**src/rtl/cla_seq_controller.sv**
```systemverilog
// Sequential adder: adds one N-bit chunk per clock through a single carry-lookahead
// slice, then publishes sum/cout/overflow together on a one-cycle done pulse.
module cla_seq_controller #(
  parameter int N      = 4,
  parameter int CHUNKS = 4,
  localparam int W     = N * CHUNKS
) (
  input  logic         clk,
  input  logic         rst,
  input  logic         start,
  input  logic [W-1:0] a,
  input  logic [W-1:0] b,
  input  logic         cin,
  output logic         busy,
  output logic         done,
  output logic [W-1:0] sum,
  output logic         cout,
  output logic         overflow
);

  localparam int IW = (CHUNKS > 1) ? $clog2(CHUNKS) : 1;

  typedef enum logic [1:0] {IDLE, ADD, DONE} state_t;

  state_t                   state_q, state_d;
  logic [CHUNKS-1:0][N-1:0] a_q, a_d, b_q, b_d, work_q, work_d;
  logic [IW-1:0]            idx_q, idx_d;
  logic                     carry_q, carry_d;
  logic [W-1:0]             sum_q, sum_d;
  logic                     cout_q, cout_d, ovf_q, ovf_d;

  logic [N-1:0] g, p;
  logic [N:0]   c;

  // Every carry is a flat sum of products over g, p and the chunk carry-in;
  // no carry feeds the next one, so depth stays constant in N.
  function automatic logic [N:0] cla(input logic [N-1:0] gi, input logic [N-1:0] pi,
                                     input logic c0);
    logic [N:0] cc;
    logic       term;
    cc    = '0;
    cc[0] = c0;
    for (int i = 0; i < N; i++) begin
      term = c0;
      for (int k = 0; k <= i; k++) term = term & pi[k];
      cc[i+1] = term;
      for (int j = 0; j <= i; j++) begin
        term = gi[j];
        for (int k = j + 1; k <= i; k++) term = term & pi[k];
        cc[i+1] = cc[i+1] | term;
      end
    end
    return cc;
  endfunction

  always_comb begin
    g = a_q[idx_q] & b_q[idx_q];
    p = a_q[idx_q] ^ b_q[idx_q];
    c = cla(g, p, carry_q);
  end

  always_comb begin
    state_d = state_q;
    a_d     = a_q;
    b_d     = b_q;
    work_d  = work_q;
    idx_d   = idx_q;
    carry_d = carry_q;
    sum_d   = sum_q;
    cout_d  = cout_q;
    ovf_d   = ovf_q;
    unique case (state_q)
      IDLE: begin
        if (start) begin
          a_d     = a;
          b_d     = b;
          carry_d = cin;
          idx_d   = '0;
          work_d  = '0;
          state_d = ADD;
        end
      end
      ADD: begin
        work_d[idx_q] = p ^ c[N-1:0];
        carry_d       = c[N];
        idx_d         = idx_q + IW'(1);
        if (idx_q == IW'(CHUNKS - 1)) begin
          sum_d   = work_d;
          cout_d  = c[N];
          ovf_d   = c[N] ^ c[N-1];
          state_d = DONE;
        end
      end
      DONE:    state_d = IDLE;
      default: state_d = IDLE;
    endcase
  end

  always_ff @(posedge clk) begin
    if (rst) begin
      state_q <= IDLE;
      a_q     <= '0;
      b_q     <= '0;
      work_q  <= '0;
      idx_q   <= '0;
      carry_q <= 1'b0;
      sum_q   <= '0;
      cout_q  <= 1'b0;
      ovf_q   <= 1'b0;
    end else begin
      state_q <= state_d;
      a_q     <= a_d;
      b_q     <= b_d;
      work_q  <= work_d;
      idx_q   <= idx_d;
      carry_q <= carry_d;
      sum_q   <= sum_d;
      cout_q  <= cout_d;
      ovf_q   <= ovf_d;
    end
  end

  assign busy     = (state_q != IDLE);
  assign done     = (state_q == DONE);
  assign sum      = sum_q;
  assign cout     = cout_q;
  assign overflow = ovf_q;

endmodule
```
**config.mk**
```make
export PLATFORM = sky130hd
export DESIGN_NAME = cla_seq_controller
export DESIGN_NICKNAME = d
export VERILOG_FILES = /design/src/rtl/cla_seq_controller.sv
export SDC_FILE = /design/constraint.sdc
export NUM_CORES = 1
export LEC_CHECK = 0
export BUFFER_PORTS_ARGS = -buffer_cell sky130_fd_sc_hd__buf_2
export CAP_MARGIN = 20
export CELL_PAD_IN_SITES_DETAIL_PLACEMENT = 0
export CELL_PAD_IN_SITES_GLOBAL_PLACEMENT = 2
export CORE_MARGIN = 1.5
export CORE_UTILIZATION = 36
export DETAILED_ROUTE_END_ITERATION = 10
export HOLD_SLACK_MARGIN = 0.1
export PLACE_DENSITY_LB_ADDON = 0.1
export SYNTH_ARGS = -nofsm -noshare
export SYNTH_HDL_FRONTEND = slang
export SYNTH_SLANG_ARGS = --single-unit
```
**constraint.sdc**
```tcl
create_clock -name clk -period 6.32 [get_ports clk]
set_clock_uncertainty 0.05 [all_clocks]
set_input_delay 1.264 -clock clk [delete_from_list [all_inputs] [get_ports clk]]
set_output_delay 1.264 -clock clk [all_outputs]
set_load 0.005 [all_outputs]
```
==> results by stage <==
Outcome:
- The run finished with clean final reports.

Floorplan:
- From left edge to right edge, the die measures about 97 um.
- During I/O placement, the number of pins put on the boundary was 56.
- The y dimension of the die is 97.4 um.
- Once the floorplan was initialized, standard cells occupied 36.9% of the core.
- The area of the core is 8680 sq um.
- The row count is 34.
- The floorplan step defined a die boundary enclosing 9480 sq um.

Placement:
- In this run the cell area measured after placement is 3490 sq um.
- During placement, the flow inserted port buffers numbering between 50 and 60.
- The congestion estimate from routability-driven global placement came to 0.741.
- After legalization and detailed placement, the total HPWL measured 5290 um.
- Once placement completed, the tool counted placed cells totaling roughly 500.

Drt:
- The count of nets left with antenna violations after detail routing is 0.
- The detailed router placed 2636 vias in this run.
- After detailed routing, the number of remaining DRC violations is 0.
- The wire length per cell after detailed routing is between 10 and 15 um.
- The routed wire length is 7670 um.
- The first routing iteration left 77 violations.
- Dividing the detail-routed via count by the number of cells gives 5.14.
- The first-pass detailed-route iteration total is 4.

Clock network:
- In this run the number of H-tree levels came out at 3.
- TritonCTS built the clock tree.
- The number of setup buffers added after CTS is 0.
- The clock slew at the register clock pins of the worst setup and hold paths is 0.08 ns.
- The later pin in the worst-skew pair is clocked with a latency of 0.34 ns.
- The tree is rooted in a clkbuf_8.
- The number of hold buffers added after CTS was 0.
- Clock tree synthesis inserted a total of 9 buffers.
- No sink is reached through more buffers than the 2 on the longest clock path.
- After clock tree synthesis, the repair step resized 0 gates.
- The clock net in this run drives a total of 67 sinks.

Layout:
- At the end of the flow, the number of nets in the layout was ~450.
- The filler cells instantiated in the layout total between 900 and 1000.
- Relative to the synthesized area, the layout overhead comes to 16.0%.
- The post-route netlist has 21.5% of its cells at a drive strength greater than 1.
- The total inserted antenna cells is 0.
- The final non-filler cell total is 513.
- After routing the design area is ~3700 sq um.

Yosys:
- The portion of the post-synthesis area used by sequential elements is roughly two fifths.
- In this run, synthesis produced a sequential element count of 67.
- Synthesis produced a netlist with a net count of 405.
- In this run the mean area of a mapped cell was 8.93 sq um.
- The Yosys step of the flow raised 0 warnings.
- The number of enable flip-flop cells after synthesis is 0.
- The main flop type after synthesis is dfxtp_1.
- The share of flip-flops with an asynchronous set or reset is 0%.
- In the synthesized netlist, the number of instances is 359.
- Counting distinct cell types in the post-synthesis netlist gives 41.
- The netlist area before placement is 3210 sq um.

Hold path:
- The startpoint of the worst hold path is a_q[14].
- The type of the worst min-delay path is flip-flop to flip-flop.

Critical path:
- Along the worst path, the maximum fanout reaches 12.
- STA classifies the critical path startpoint as a flip-flop.
- The startpoint identified for the worst register-to-register timing path is idx_q[0].
- For the worst setup path, the data arrival time is about 3.2 ns.
- The required time at the worst-slack endpoint is between 6 and 7 ns.
- The sort of element at the end of the critical path is a flip-flop.
- The critical path is of the flip-flop to flip-flop type.
- The most critical setup path has its startpoint at idx_q[0].

Timing:
- Setup repair after global routing left no endpoint under its margin.
- The final count of hold timing violations is 0.
- For the pin with the worst max-slew slack, the measured transition is 0.723 ns.
- The worst-case headroom to the max-slew limit is 51.8%.
- The minimum clock period is just over 3 ns.
- Of the available clock period, the critical path in the final layout requires 47.8%.
- In the final timing run, aggregate negative setup slack is 0 ns.
- The count of final max-slew check failures is 0.
- Setup violations remaining at the end of the flow were counted as 0.
- The maximum clock frequency is 331 MHz.

Global route:
- In the global route stage, overall resource usage came out at 16.3%.
- The number of antenna violations at the first check in global routing is 0.
- The via count of the first global-routing pass is about 2500.
- The maximum number of pins on one net before global-route repair is 42.
- The global-route congestion overflow total is 0.
- The first global-routing pass estimated 12500 um of wire.

Pwr:
- The analysis attributes to cell leakage a power of 1.45 nW.
- The power density relative to cell area is between 200 and 300 nW/um^2.
- The maximum ir drop on the vdd rail is 0.109 mV.

Flow run:
- The tool flagged a number of max-cap violations equal to 0.
==> layout make-up <==
cell class | instances | area, sq um | area share [%]
inverters | 13 | 48.8 | 1.31
well taps | 108 | 135 | 3.64
clock inverters | 5 | 85.1 | 2.29
repair buffers | 58 | 298 | 8.01
clock buffers | 11 | 141 | 3.80
flip-flops and latches | 67 | 1340 | 36.1
multi-input cells | 251 | 1670 | 44.9
==> through the flow <==
stage	utilization, %	hold slack, ns	setup WS, ns	total power [W]
2_1_floorplan	-	0.383	3.78	0.000545
6_report	42.8	0.403	3.30	0.000976
3_3_place_gp	40.2	0.390	3.36	0.000581
3_5_place_dp	40.2	0.394	3.31	0.000581
4_1_cts	42.8	0.405	3.29	0.000985
5_1_grt	42.8	0.417	3.06	0.00102
==> layer usage <==
metal	wire length, um	global-route usage, %
met5	0	0
met4	68	3.96
met3	310	4.39
met2	3610	27.0
met1	3690	21.1
==> power breakdown <==
group | switching (W) | total [W] | internal, W
sequential | 0.0000129 | 0.000451 | 0.000438
clock | 0.000171 | 0.000406 | 0.000235
combinational | 0.0000703 | 0.000119 | 0.0000488
==> cells in the final DEF, fill, tap and decap left out, drive strengths merged, types with 2 or more instances in the layout <==
master,n
nand2,75
dfxtp,67
buf,58
a21oi,37
inv,14
nand2b,11
nor2,11
clkbuf,11
o32ai,9
nand3b,9
mux2i,9
ha,9
mux4,8
nor2b,6
o21a,6
o2111ai,6
o211ai,6
nand3,5
o21ai,5
nor3b,5
nand4,4
o221ai,4
a211oi,4
a311oi,4
and2,3
o311ai,3
or2,2
bufinv,2
==> synthesized netlist by cell type (all sizes together) (5+ instances only) <==
| master | n | area, sq um |
|---|---|---|
| nand3 | 5 | 25.0 |
| a21oi | 37 | 185 |
| mux2i | 9 | 90.1 |
| inv | 13 | 48.8 |
| nand3b | 9 | 67.6 |
| o21ai | 5 | 25.0 |
| nand2b | 11 | 68.8 |
| nor3b | 5 | 42.5 |
| clkbuf | 13 | 48.8 |
| o211ai | 6 | 50.1 |
| buf | 15 | 105 |
| o2111ai | 6 | 52.6 |
| o32ai | 9 | 78.8 |
| nor2b | 6 | 37.5 |
| nand2 | 75 | 282 |
| o21a | 6 | 45.0 |
| dfxtp | 67 | 1340 |
| nor2 | 11 | 41.3 |
| ha | 9 | 113 |
| mux4 | 8 | 180 |
==> flip-flops by register name (all words and copies together) (netlist names) <==
| signal | count |
|---|---|
| idx_q | 2 |
| a_q | 16 |
| cout | 1 |
| work_q | 12 |
| state_q | 2 |
| sum | 16 |
| b_q | 16 |
| carry_q | 1 |
| overflow | 1 |
==> logic make-up after synthesis <==
family,synth area share (%)
flip-flops,41.8
adder cells (fa/ha/maj),4.14
XOR/XNOR,0.273
multiplexers,8.43
AO/OA/AOI/OAI,18.8
AND/OR/NAND/NOR,20.2
buffers and inverters,6.32
==> path summary, 6_finish.rpt <==
check,slack [ns],end,depth (start not counted)
worst max-delay path,3.30,work_q[6],6
worst min-delay path,0.40,a_q[14],2
worst min register to register,0.40,a_q[14],2
worst max register to register,3.30,work_q[6],6
==> critical path, cell delays in order, from the launching register on <==
cell and delay, ns:
dfxtp_1 0.72, mux4_2 0.62, ha_1 0.29, ha_1 0.22, o211ai_2 0.42, o211ai_1 0.27
o32ai_1 0.34
Power figures use the tool's default switching activity.
